## config.mk

```make
export PLATFORM = sky130hd
export DESIGN_NAME = uart_rx_deserializer
export DESIGN_NICKNAME = d
export VERILOG_FILES = /design/src/rtl/uart_rx_deserializer.sv
export SDC_FILE = /design/constraint.sdc
export NUM_CORES = 1
export LEC_CHECK = 0
export ABC_AREA = 1
export BUFFER_PORTS_ARGS = -buffer_cell sky130_fd_sc_hd__clkbuf_2
export CAP_MARGIN = 20
export CORE_MARGIN = 2
export CORE_UTILIZATION = 58
export DETAILED_ROUTE_END_ITERATION = 10
export HOLD_SLACK_MARGIN = 0.1
export PLACE_DENSITY_LB_ADDON = 0.05
export SLEW_MARGIN = 20
export SYNTH_ARGS = -nofsm -noshare
export SYNTH_HDL_FRONTEND = slang
export SYNTH_SLANG_ARGS = --single-unit
```

## constraint.sdc

```tcl
create_clock -name counter_CLK -period 1.9 [get_ports counter_CLK]
set_input_delay 0.38 -clock counter_CLK [delete_from_list [all_inputs] [get_ports counter_CLK]]
set_output_delay 0.38 -clock counter_CLK [all_outputs]
set_load 0.01 [all_outputs]
```

## src/rtl/uart_rx_deserializer.sv

```systemverilog
// UART receiver: oversampled, majority-voted, LSB-first deserializer
// with optional parity and stop-bit checking.
module uart_rx_deserializer #(
  parameter int DATA_WIDTH = 8,
  parameter int PRESCALE   = 8
) (
  input  logic                  counter_CLK,
  input  logic                  counter_RST_ASYN,
  input  logic                  RX_IN,
  input  logic                  PAR_EN,
  input  logic                  PAR_TYP,
  output logic [DATA_WIDTH-1:0] data_out,
  output logic                  data_valid,
  output logic                  par_err,
  output logic                  stp_err,
  output logic                  busy
);

  localparam int EW = $clog2(PRESCALE);
  localparam int BW = (DATA_WIDTH > 1) ? $clog2(DATA_WIDTH) : 1;

  localparam logic [EW-1:0] E_LAST = EW'(PRESCALE - 1);
  localparam logic [EW-1:0] E_S0   = EW'(PRESCALE / 2 - 1);
  localparam logic [EW-1:0] E_S1   = EW'(PRESCALE / 2);
  localparam logic [EW-1:0] E_S2   = EW'(PRESCALE / 2 + 1);
  localparam logic [BW-1:0] B_LAST = BW'(DATA_WIDTH - 1);

  typedef enum logic [2:0] {
    IDLE,
    START,
    DATA,
    PARITY,
    STOP
  } state_t;

  state_t                state;
  logic                  sync1;
  logic                  rx_s;
  logic [EW-1:0]         edge_cnt;
  logic [BW-1:0]         bit_cnt;
  logic [2:0]            smp;
  logic                  vote;
  logic [DATA_WIDTH-1:0] sreg;
  logic                  pen;
  logic                  ptyp;
  logic                  par_fail;
  logic                  bit_end;

  always_ff @(posedge counter_CLK or negedge counter_RST_ASYN) begin
    if (!counter_RST_ASYN) begin
      sync1 <= 1'b1;
      rx_s  <= 1'b1;
    end else begin
      sync1 <= RX_IN;
      rx_s  <= sync1;
    end
  end

  assign vote = (smp[0] & smp[1]) |
                (smp[0] & smp[2]) |
                (smp[1] & smp[2]);

  assign bit_end = (edge_cnt == E_LAST);

  always_ff @(posedge counter_CLK or negedge counter_RST_ASYN) begin
    if (!counter_RST_ASYN) begin
      state      <= IDLE;
      edge_cnt   <= '0;
      bit_cnt    <= '0;
      smp        <= '0;
      sreg       <= '0;
      pen        <= 1'b0;
      ptyp       <= 1'b0;
      par_fail   <= 1'b0;
      data_out   <= '0;
      data_valid <= 1'b0;
      par_err    <= 1'b0;
      stp_err    <= 1'b0;
      busy       <= 1'b0;
    end else begin
      data_valid <= 1'b0;
      par_err    <= 1'b0;
      stp_err    <= 1'b0;

      if (state != IDLE) begin
        edge_cnt <= bit_end ? '0 : edge_cnt + EW'(1);
        if (edge_cnt == E_S0) smp[0] <= rx_s;
        if (edge_cnt == E_S1) smp[1] <= rx_s;
        if (edge_cnt == E_S2) smp[2] <= rx_s;
      end

      unique case (state)
        IDLE: begin
          // The detecting cycle is edge 0 of the start bit.
          if (!rx_s) begin
            state    <= START;
            busy     <= 1'b1;
            edge_cnt <= EW'(1);
            bit_cnt  <= '0;
            pen      <= PAR_EN;
            ptyp     <= PAR_TYP;
            par_fail <= 1'b0;
          end
        end
        START: begin
          if (bit_end) begin
            if (vote) begin
              state <= IDLE;
              busy  <= 1'b0;
            end else begin
              state <= DATA;
            end
          end
        end
        DATA: begin
          if (bit_end) begin
            sreg <= {vote, sreg[DATA_WIDTH-1:1]};
            if (bit_cnt == B_LAST) begin
              bit_cnt <= '0;
              state   <= pen ? PARITY : STOP;
            end else begin
              bit_cnt <= bit_cnt + BW'(1);
            end
          end
        end
        PARITY: begin
          if (bit_end) begin
            par_fail <= (vote != ((^sreg) ^ ptyp));
            state    <= STOP;
          end
        end
        STOP: begin
          if (bit_end) begin
            state   <= IDLE;
            busy    <= 1'b0;
            par_err <= par_fail;
            stp_err <= ~vote;
            if (vote && !par_fail) begin
              data_out   <= sreg;
              data_valid <= 1'b1;
            end
          end
        end
        default: begin
          state <= IDLE;
          busy  <= 1'b0;
        end
      endcase
    end
  end

endmodule

```

=== After elaboration in Yosys (flattened, before gate mapping) ===
Index checks and enable logic that the tools add are counted.

* $add $sub $neg: 2
* Equal/unequal tests: 17
* Mux-type cells: 32
* Bitwise logic cells: 9
* Reduce and logical (&&, ||, !) cells: 18

{| class="wikitable"
|+ Operators by type and width
! operator !! count
|-
| $mux W3 || 14
|-
| $eq A3 B3 Y1 const B || 5
|-
| $pmux W3 S5 || 1
|-
| $ne A2 B2 Y1 const B || 7
|-
| $mux W1 || 13
|-
| $reduce_and A2 Y1 || 5
|-
| $eq A3 B2 Y1 const B || 3
|-
| $reduce_and A3 Y1 || 3
|-
| $reduce_xor A8 Y1 || 1
|-
| $add A3 B1 Y3 const B || 2
|-
| $pmux W3 S2 || 1
|-
| $reduce_and A6 Y1 || 1
|-
| $reduce_and A5 Y1 || 1
|-
| $pmux W1 S4 || 1
|-
| $reduce_bool A2 Y1 || 2
|-
| $and A1 B1 Y1 || 3
|-
| $eq A3 B1 Y1 const B || 1
|-
| $logic_not A3 Y1 || 1
|-
| $not A1 Y1 || 3
|-
| $reduce_bool A3 Y1 || 1
|-
| $mux W2 || 1
|-
| $or A1 B1 Y1 || 2
|-
| $pmux W1 S2 || 1
|-
| $reduce_or A2 Y1 || 1
|-
| 4 further kinds || 4
|}

* Register bits: 37
* Bits of input ports: 5
* Output and inout bits: 12
* Logic and storage cells: 95

=== Depth between registers and ports, before layout ===
Gate-level depths: netlist of the first run.

* Word-level depth: 7
* Gate-level depth with buffers: 10
* Gate-level depth less buffers: 10

=== Least setup slack after synthesis of the first run ===
OpenSTA, ideal clock, no wires.

* Path type: register to register
* Start point: register edge_cnt[0]
* End point: register data_out[2]
* Library setup time: 0.123 ns
* Data arrival time: 1.339 ns
* Required time: 1.777 ns
* Setup slack: 0.438 ns
* Stages on the path, launching flop included: 7
* Path buffers: 1
* Period minus slack after synthesis: 1.462 ns
* Cell sequence: dfrtp_1 > ha_1 > ha_1 > nand2_1 > nor3_4 > buf_6 > a21oi_1

* Word-level cells in the longest chain between the ends: 2

{| class="wikitable"
|+ RTL lines
! element !! RTL line !! source
|-
| start, declared || 39 || <nowiki>logic [EW-1:0] edge_cnt;</nowiki>
|-
| start signal, assigned || 86 || <nowiki>edge_cnt <= bit_end ? '0 : edge_cnt + EW'(1);</nowiki>
|-
| $eq A3 B3 Y1 || 63 || <nowiki>assign bit_end = (edge_cnt == E_LAST);</nowiki>
|-
| $reduce_and A3 Y1 (no line) || -- ||
|-
| end signal, assigned || 139 || <nowiki>data_out <= sreg;</nowiki>
|-
| end, declared || 12 || <nowiki>output logic [DATA_WIDTH-1:0] data_out,</nowiki>
|}

Every way passes these cells.
A chain may end at the register's enable or synchronous reset.

=== Worst setup path in the final report of the first run ===
* Start point: register edge_cnt[0]
* End point: register state[0]

* Word-level cells in the longest chain between the ends: 3
* Elaborated cells on any way between the ends: 6
* Those cells by class: eq/ne: 5; reduce/logical: 1

{| class="wikitable"
|+ RTL lines
! element !! RTL line !! source
|-
| $eq A3 B3 Y1 (*) || 63 ||
|-
| $ne A2 B2 Y1 (no line) || -- ||
|-
| $reduce_and A6 Y1 (no line) (*) || -- ||
|-
| end signal, assigned || 120 || <nowiki>state <= pen ? PARITY : STOP;</nowiki>
|-
| end, declared || 36 || <nowiki>state_t state;</nowiki>
|}

Every way passes the cells marked *; elsewhere a longest branch is shown, timed or not.

==> results of run 1 <==
-- power by group --
part | switching [mW] | leakage, nW | internal [mW] | total (mW)
sequential | 0.168 | 0.485 | 1.03 | 1.19
clock | 0.244 | 0.0265 | 0.148 | 0.391
combinational | 0.674 | 0.535 | 0.406 | 1.08
-- per-layer routing --
| metal | vias up | global-route usage, % | wire length (um) | part of all wire (%) |
|---|---|---|---|---|
| met1 | 641 | 26.8 | 1420 | 45 |
| met4 | 0 | 7.79 | 55 | 1.7 |
| met2 | 24 | 38.1 | 1600 | 50 |
| li1 | 716 | - | - | - |
| met5 | - | 0 | 0 | 0 |
| met3 | 6 | 6.11 | 108 | 3.4 |
-- cells in the final DEF (no fill, tap or decap), types with 2 or more instances in the layout --
cell,synthesis,routed
sky130_fd_sc_hd__clkbuf_1,0,3
sky130_fd_sc_hd__dfrtp_1,35,35
sky130_fd_sc_hd__clkbuf_4,0,5
sky130_fd_sc_hd__a21oi_1,12,12
sky130_fd_sc_hd__nor2_1,13,13
sky130_fd_sc_hd__nand3_1,13,13
sky130_fd_sc_hd__a31oi_1,2,2
sky130_fd_sc_hd__o22ai_1,2,2
sky130_fd_sc_hd__dlygate4sd3_1,0,2
sky130_fd_sc_hd__buf_4,0,2
sky130_fd_sc_hd__inv_1,29,29
sky130_fd_sc_hd__o21ai_0,15,15
sky130_fd_sc_hd__nor2_2,2,2
sky130_fd_sc_hd__nand2_2,2,2
sky130_fd_sc_hd__ha_1,7,7
sky130_fd_sc_hd__o21bai_1,2,2
sky130_fd_sc_hd__dfstp_2,2,2
sky130_fd_sc_hd__nor3_1,2,2
sky130_fd_sc_hd__nand2_1,64,64
sky130_fd_sc_hd__clkbuf_2,0,16
-- worst max-delay path, cell delays in order (launching register included) --
cell	delay (ps)
sky130_fd_sc_hd__dfrtp_1	420
sky130_fd_sc_hd__ha_1	230
sky130_fd_sc_hd__ha_1	250
sky130_fd_sc_hd__inv_1	140
sky130_fd_sc_hd__nand2_1	90
sky130_fd_sc_hd__nand3_1	130
sky130_fd_sc_hd__inv_1	60
sky130_fd_sc_hd__nand2_1	90
sky130_fd_sc_hd__nor2_1	40
sky130_fd_sc_hd__a21oi_1	110
-- cell families after synthesis --
kind of cell / after synthesis
compound gates: 36
flops: 37
buf+inv: 31
fa+ha+maj: 7
simple gates: 99
-- final timing paths --
kind / endpoint / slack [ps] / depth (start not counted)
max: state[0] / 280 / 9
min: ptyp / 250 / 3
max reg2reg: state[0] / 280 / 9
min reg2reg: rx_s / 360 / 0
max in group asynchronous: rx_s / 800 / 3
min in group asynchronous: data_out[7] / 530 / 2
-- final cells by class --
type                    instances  area (um^2)  area share (%)
clock buffers                   8         48.8            2.48
well taps                      33         41.3            2.10
flip-flops and latches         37          928            47.1
multi-input cells             142          708            35.9
inverters                      29          109            5.52
repair buffers                 21          135            6.86
-- metrics by stage --
stage | setup slack [ps] | instance area [um^2] | utilization, %
after floorplan | 438 | 1770 | -
final | 281 | 1970 | 66.2
after detailed placement | 300 | 1900 | 63.9
after CTS | 276 | 1970 | 66.2
after global placement | 373 | 1900 | 63.9
after global routing | 90.3 | 1970 | 66.2
-- what timing repair did --
action	4_1_cts	5_1_grt
hold buffers	2	0
hold endpoints to repair	19	0
resized for setup	0	0
setup buffers	0	0
-- state kept, by name (all words and copies together) (netlist names), 3 cells and up --
signal / cells
bit_cnt: 3
edge_cnt: 3
state: 3
smp: 3
data_out: 8
sreg: 8
==> summary.md, run 1 <==
| Metric | Value |
|---|---|
| Initial cell density of the core | 59.4% |
| Clock tree from TritonCTS | yes |
| Number of ports placed on the die boundary | 17 |
| RSZ-0062 raised after global routing | false |
| Main combinational cell family by area after synthesis | simple AND/OR/NAND/NOR gates |
| Largest net degree at the start of global routing | 20 |
| Worst hold-check slack | 255 ps |
| Most instantiated cells after synthesis | sky130_fd_sc_hd__nand2_1, sky130_fd_sc_hd__dfrtp_1, sky130_fd_sc_hd__inv_1 |
| Area of the die | 3510 um^2 |
| Gr ovfl total | 0 |
| Cell area power density | 1350 nW/um^2 |
| Post-synthesis sequential element count | 37 |
| Insertion delay of the later-clocked pin in the worst-skew pair | 330 ps |
| Clock transition at the register clock pins on the worst setup and hold paths after CTS | 110 ps |
| Adder-cell share of the synthesized area | 4.95% |
| Number of filler cells placed in the layout | 247 |
| Total via count after detailed routing | 1387 |
| Data required time at the worst endpoint | 2170 ps |
| Fin. max-slew vios | 0 |
| Worst min-delay path class | input port to flop |
| Startpoint Class | flop |
| Main area contributors after synthesis | sky130_fd_sc_hd__dfrtp_1, sky130_fd_sc_hd__nand2_1, sky130_fd_sc_hd__inv_1, sky130_fd_sc_hd__ha_1, sky130_fd_sc_hd__o21ai_0 |
| Run status | completed |
| Core Rows | 20 |
| Final period utilization | 85.2% |
| Area growth from synthesis to final layout | 11.5% |
| Max rail drop VDD | 0.846 mV |
| Weighted congestion reported at the end of routability-driven placement | 0.944 |
| Vias in the first global route | 1361 |
| CTS sink cnt | 37 |
| Routed via count divided by cell count | 5.14 |
| Number of violations of the max-capacitance limit | 0 |
| Fraction of layout cells with a size suffix above 1 | 14.3% |
| Initial antenna violation count | 0 |
| # port buffers | 16 |
| Sequential element share of the synthesized area | 52.5% |
| Final wirelength | 3190 um |
| Initial drt markers | 66 |
| Async set or reset register ratio after synthesis | 100% |
| Hold violation total from the final report | 0 |
| Max Buffers Root-to-Sink | 2 |
| Chip Height | 59.2 um |
| Post-synthesis compound-gate area fraction | 11.3% |
| Most common flop cell mapped by yosys | sky130_fd_sc_hd__dfrtp_1 |
| Number of placed cells counting well taps | 260 |
| Worst setup path category | flop to flop |
| Critical path capture point type | flop |
| ANT nets after route | 0 |
| Post-detailed-route DRC marker count | 0 |
| Top cell type's share of synthesized area | 49.5% |
| Static Leakage | 1.05 nW |
| Post-synthesis area per instance | 8.42 um^2 |
| Proportion of synthesized area in mux cells | 0% |
| Post-Route Setup TNS | 0 ps |
| Start point of the worst min-delay path | PAR_TYP |
| Worst slew slack as a fraction of its limit | 65.9% |
| Cells after Synth | 210 |
| XOR/XNOR share of the synthesized area | 0% |
| Highest clock rate | 0.618 GHz |
| Number of warning messages in the yosys log | 0 |
| Global routing usage summed across all routing layers | 22.3% |
| First-pass GRT wire length | 5840 um |
| Launching instance or port of the critical path | edge_cnt[0] |
| Crit path time final | 1620 ps |
| Post-detailed-route wirelength per cell | 11.8 um |
| Most common cell in the netlist | sky130_fd_sc_hd__nand2_1 |
| CTS root buf | sky130_fd_sc_hd__clkbuf_4 |
| Overall die width | 59.2 um |
| Cell taking the most area after synthesis | sky130_fd_sc_hd__dfrtp_1 |
| DRT Pass-1 Iters | 4 |
| Count of flip-flops with a built-in enable after synthesis | 0 |
| Critical-path maximum fanout | 5 |
| Maximum clock skew at final layout | 7.72 ps |
| Final cell count without fillers | 270 |
| Count of endpoints failing setup in the final report | 0 |
| Reg-to-reg startpoint | edge_cnt[0] |
| Half-perimeter wire length after detailed placement | 2440 um |
| Power after layout | 2.67 mW |
| Synthesized area | 1770 um^2 |
| Total inserted antenna cells | 0 |
| Slew at the pin closest to its max-slew limit | 511 ps |
| Inserted Clock Buffers | 5 |
| Net Count, Synth | 222 |
| Number of different library cells in the post-synthesis netlist | 22 |
| Core Box Area | 2980 um^2 |
| Fin nets | 248 |
| Deepest level of the CTS H-tree | 2 |
| Simple logic cell fraction of the synthesized area | 23.8% |
| Data arrival, critical path | 1890 ps |
Power figures use the tool's default switching activity.
==> run 2, diff against run 1 <==
- REMOVE_ABC_BUFFERS: default -> 1
==> run 2 against run 1 <==
  * Die area unchanged
  * Sequential power about the same
  * Non-clock buffer count up 2
  * Largest cell class unchanged
  * Largest power group unchanged
==> summary.md, run 2 (same netlist as run 1, synthesis figures left out) <==
| Metric | Value |
|---|---|
| Crit path time final | 1620 ps |
| Post-detailed-route wirelength per cell | 11.7 um |
| Vias in the first global route | 1341 |
| Worst min-delay path class | input port to flop |
| Power after layout | 2.67 mW |
| Chip Height | 59.2 um |
| Largest net degree at the start of global routing | 18 |
| Startpoint Class | flop |
| Number of violations of the max-capacitance limit | 0 |
| Overall die width | 59.2 um |
| Clock tree from TritonCTS | yes |
| Insertion delay of the later-clocked pin in the worst-skew pair | 330 ps |
| Count of endpoints failing setup in the final report | 0 |
| RSZ-0062 raised after global routing | false |
| Post-CTS setup buffer count | 0 |
| R2r endpoint | data_out[7] |
| Hold violation total from the final report | 0 |
| DRT Pass-1 Iters | 4 |
| Data arrival, critical path | 1880 ps |
| Area growth from synthesis to final layout | 12.0% |
| Data required time at the worst endpoint | 2160 ps |
| Area of the die | 3510 um^2 |
| Number of cells traversed by the worst hold path | 3 |
| Terminating pin of the worst hold path | pen |
| Weighted congestion reported at the end of routability-driven placement | 0.926 |
| Final wirelength | 3170 um |
| Reg-to-reg startpoint | edge_cnt[0] |
| Final period utilization | 85.5% |
| Most used cells in the layout excluding fill and tap cells | sky130_fd_sc_hd__nand2_1, sky130_fd_sc_hd__dfrtp_1, sky130_fd_sc_hd__inv_1, sky130_fd_sc_hd__clkbuf_2, sky130_fd_sc_hd__o21ai_0 |
| Fin. max-slew vios | 0 |
| Initial cell density of the core | 59.4% |
| Commonest non-fill, non-tap cell in the layout | sky130_fd_sc_hd__nand2_1 |
| Initial drt markers | 59 |
| R2R setup slack | 280 ps |
| Core Rows | 20 |
| Number of ports placed on the die boundary | 17 |
| Fraction of layout cells with a size suffix above 1 | 15.5% |
| Highest clock rate | 0.616 GHz |
| Deepest level of the CTS H-tree | 2 |
| Fin nets | 250 |
| Initial antenna violation count | 0 |
| Critical-path maximum fanout | 17 |
| Critical path capture point type | flop |
| Global routing usage summed across all routing layers | 21.9% |
| Core Box Area | 2980 um^2 |
| Static Leakage | 1.06 nW |
| CTS sink cnt | 37 |
| Slew at the pin closest to its max-slew limit | 283 ps |
| Post-detailed-route DRC marker count | 0 |
| Core Util, Final | 66.5% |
| Post-Route Setup TNS | 0 ps |
| ANT nets after route | 0 |
| FF-to-FF path depth | 7 |
| Max Buffers Root-to-Sink | 2 |
| Largest registers | data_out (8), sreg (8) |
| Gr ovfl total | 0 |
| Clock transition at the register clock pins on the worst setup and hold paths after CTS | 100 ps |
| Total via count after detailed routing | 1408 |
| Cell area power density | 1350 nW/um^2 |
| Start point of the worst min-delay path | PAR_EN |
| Worst slew slack as a fraction of its limit | 81.2% |
| First-pass GRT wire length | 5620 um |
| Maximum clock skew at final layout | 11.8 ps |
| Max rail drop VDD | 0.682 mV |
| # port buffers | 16 |
| CTS root buf | sky130_fd_sc_hd__clkbuf_4 |
| Half-perimeter wire length after detailed placement | 2420 um |
| Inserted Clock Buffers | 5 |
| Total inserted antenna cells | 0 |
| Run status | completed |
| Routed via count divided by cell count | 5.20 |
| Worst setup path category | flop to flop |
-- run 2: cell types whose count changed in the layout (fill, tap and decap cells not counted) --
cell / previous run / this run
sky130_fd_sc_hd__buf_4: 2 / 5
sky130_fd_sc_hd__clkbuf_1: 3 / 1
sky130_fd_sc_hd__buf_12: 1 / 0
sky130_fd_sc_hd__clkbuf_8: 0 / 1
-- run 2: how the worst max path moves through the flow --
stage             endpoint  slack (ps)   startpoint  depth (start not counted)
3_5_place_dp   data_out[7]         270  edge_cnt[0]                          7
4_1_cts        data_out[7]         270  edge_cnt[0]                          7
6_report       data_out[7]         280  edge_cnt[0]                          7
3_3_place_gp   data_out[7]         380  edge_cnt[0]                          7
5_1_grt        data_out[3]         130  edge_cnt[0]                          7
2_1_floorplan  data_out[1]         390  edge_cnt[0]                          5
-- run 2: repair_timing --
action	in CTS	in global routing
gates resized for setup	0	0
endpoints found under the hold margin	10	0
hold buffers	2	0
-- run 2: cell type report --
cell class	count	area (um^2)
clock buffer	7	55.1
fill	252	998
inverter	29	109
multi-input combinational	142	708
sequential	37	928
tap	33	41.3
timing repair buffer	23	138
-- run 2: critical path, stage by stage (launching register included) --
cell and delay [ps]:
sky130_fd_sc_hd__dfrtp_1 400, sky130_fd_sc_hd__ha_1 200, sky130_fd_sc_hd__ha_1 250, sky130_fd_sc_hd__nand2_1 160
sky130_fd_sc_hd__nor3_4 130, sky130_fd_sc_hd__buf_4 230, sky130_fd_sc_hd__nor2_1 60, sky130_fd_sc_hd__a21oi_1 130
-- run 2: metrics by stage --
step	cells	setup slack [ps]	cell area [um^2]	hold WS [ps]
final	271	276	1980	249
after global routing	271	125	1980	265
after CTS	271	269	1980	230
after detailed placement	262	271	1900	269
after global placement	262	381	1900	262
after floorplan	208	391	1750	84.4
-- run 2: report_power, final --
group / total (mW) / switching (mW) / internal [mW]
logic: 1.07 / 0.667 / 0.406
clock network: 0.406 / 0.231 / 0.175
registers: 1.19 / 0.168 / 1.03
total: 2.67 / 1.07 / 1.61
-- run 2: per-layer routing --
| metal | vias to the layer above | GRT usage, % | part of all wire (%) |
|---|---|---|---|
| met5 | - | 0 | 0 |
| met4 | 0 | 11.0 | 1.6 |
| met3 | 8 | 5.90 | 3.3 |
| met2 | 31 | 36.7 | 51 |
| met1 | 647 | 25.5 | 44 |
| li1 | 722 | - | - |
==> run 3, diff against run 2 <==
--- a/config.mk
+++ b/config.mk
@@ -15,2 +15,3 @@
 export PLACE_DENSITY_LB_ADDON = 0.05
+export RECOVER_POWER = 50
 export REMOVE_ABC_BUFFERS = 1
==> constraint.sdc (replaced) <==
create_clock -name counter_CLK -period 1.9 [get_ports counter_CLK]
set_input_delay 0.095 -clock counter_CLK [delete_from_list [all_inputs] [get_ports counter_CLK]]
set_output_delay 0.095 -clock counter_CLK [all_outputs]
set_load 0.01 [all_outputs]
==> run 3 against run 2 <==
  * Critical path depth increased by 2
  * Cell count up 0.74%
  * Die area unchanged
  * Register-to-register slack got worse by 30 ps
  * Sequential power barely moved
  * Sequential share of layout area hardly changed
  * Critical endpoint is now state[0]
  * Largest cell class unchanged
==> summary.md, run 3 (same netlist as run 1, synthesis figures left out) <==
| Metric | Value |
|---|---|
| Run status | completed |
| Weighted congestion reported at the end of routability-driven placement | 0.913 |
| CTS root buf | sky130_fd_sc_hd__clkbuf_4 |
| Final wirelength | 3160 um |
| Largest registers | data_out (8), sreg (8) |
| Cell area power density | 1340 nW/um^2 |
| Vias in the first global route | 1389 |
| Initial antenna violation count | 0 |
| Static Leakage | 1.04 nW |
| Slowest stage cell, crit path | sky130_fd_sc_hd__dfrtp_1 |
| Core Rows | 20 |
| Final cell count without fillers | 273 |
| Slew at the pin closest to its max-slew limit | 886 ps |
| Worst slew slack as a fraction of its limit | 40.9% |
| Startpoint Class | flop |
| Routed via count divided by cell count | 5.28 |
| Crit path time final | 1660 ps |
| Max Buffers Root-to-Sink | 2 |
| Fraction of layout cells with a size suffix above 1 | 12.9% |
| Max rail drop VDD | 0.739 mV |
| Critical path capture point type | flop |
| Count of endpoints failing setup in the final report | 0 |
| Total inserted antenna cells | 0 |
| Core Util, Final | 66.4% |
| Post-detailed-route wirelength per cell | 11.6 um |
| Cell-by-cell trace of the critical path | ha_1 > ha_1 > inv_1 > nand2_1 > nand3_1 > inv_1 > nand2_1 > nor2_1 > a21oi_1 |
| First-pass GRT wire length | 5590 um |
| CTS sink cnt | 37 |
| Initial drt markers | 52 |
| Insertion delay of the later-clocked pin in the worst-skew pair | 340 ps |
| Fin nets | 251 |
| Number of violations of the max-capacitance limit | 0 |
| # port buffers | 16 |
| Worst min-delay path class | flop to flop |
| Overall die width | 59.2 um |
| Post-Place Worst Slack | 260 ps |
| Post-Route Setup TNS | 0 ps |
| Data arrival, critical path | 1920 ps |
| Maximum clock skew at final layout | 9.89 ps |
| Worst hold-check slack | 364 ps |
| Commonest non-fill, non-tap cell in the layout | sky130_fd_sc_hd__nand2_1 |
| Hold violation total from the final report | 0 |
| Data required time at the worst endpoint | 2160 ps |
| Clock tree from TritonCTS | yes |
| Number of placed cells counting well taps | 261 |
| Deepest level of the CTS H-tree | 2 |
| ANT nets after route | 0 |
| Chip Height | 59.2 um |
| Initial cell density of the core | 59.4% |
| Area of the die | 3510 um^2 |
| Number of filler cells placed in the layout | 255 |
| Fin. max-slew vios | 0 |
| Gr ovfl total | 0 |
| Number of ports placed on the die boundary | 17 |
| Power after layout | 2.66 mW |
| Total via count after detailed routing | 1441 |
| RSZ-0062 raised after global routing | false |
| Half-perimeter wire length after detailed placement | 2350 um |
| Clock transition at the register clock pins on the worst setup and hold paths after CTS | 90 ps |
| Cell area reported after detailed placement | 1900 um^2 |
| Area growth from synthesis to final layout | 11.9% |
| Worst setup path category | flop to flop |
| Critical-path maximum fanout | 5 |
| Setup ws final | 245 ps |
| Post-detailed-route DRC marker count | 0 |
| Inserted Clock Buffers | 5 |
| Delay of the slowest cell on the worst path | 420 ps |
| Most used cells in the layout excluding fill and tap cells | sky130_fd_sc_hd__nand2_1, sky130_fd_sc_hd__dfrtp_1, sky130_fd_sc_hd__inv_1, sky130_fd_sc_hd__o21ai_0 |
| DRT Pass-1 Iters | 4 |
| Final period utilization | 87.1% |
| Largest net degree at the start of global routing | 38 |
| Highest clock rate | 0.604 GHz |
| Core Box Area | 2980 um^2 |
| Global routing usage summed across all routing layers | 21.6% |
| Final Instance Area | 1980 um^2 |
## run 3: layout make-up
cell class              instances  area (um^2)  area share [%]
clock buffers                   8         48.8            2.47
flip-flops and latches         37          928            46.9
multi-input cells             142          708            35.8
well taps                      33         41.3            2.09
inverters                      29          109            5.50
repair buffers                 24          143            7.21
## run 3: what timing repair did
item,4_1_cts,5_1_grt
endpoints found under the hold margin,38,0
hold buffers,4,0
setup buffers,0,0
gates resized for setup,0,0
## run 3: final timing paths
kind	slack (ps)	endpoint	cells after the start	startpoint
max	240	state[0]	9	edge_cnt[0]
min reg2reg	360	rx_s	0	sync1
max reg2reg	240	state[0]	9	edge_cnt[0]
min in group asynchronous	480	sreg[5]	3	counter_RST_ASYN
min	360	rx_s	0	sync1
max in group asynchronous	860	edge_cnt[0]	3	counter_RST_ASYN
## run 3: routing by layer
layer / routed length, um / up-vias / GRT usage [%]
met3: 132 / 5 / 5.90
met1: 1350 / 671 / 23.3
li1: - / 725 / -
met4: 39 / 0 / 10.4
met5: 0 / - / 0
met2: 1650 / 40 / 38.6
## run 3: where the power goes
group / total, mW / switching (mW) / leakage [nW] / internal (mW)
registers: 1.20 / 0.170 / 0.485 / 1.03
logic: 1.08 / 0.675 / 0.528 / 0.406
clock network: 0.383 / 0.236 / 0.0265 / 0.147
total: 2.66 / 1.08 / 1.04 / 1.58
## run 3: worst max-delay path, delay by kind of cell (launching register included)
kind / cells / cell delay (ps)
compound gates: 1 / 110
buf+inv: 2 / 190
flops: 1 / 420
fa+ha+maj: 2 / 490
simple gates: 4 / 370
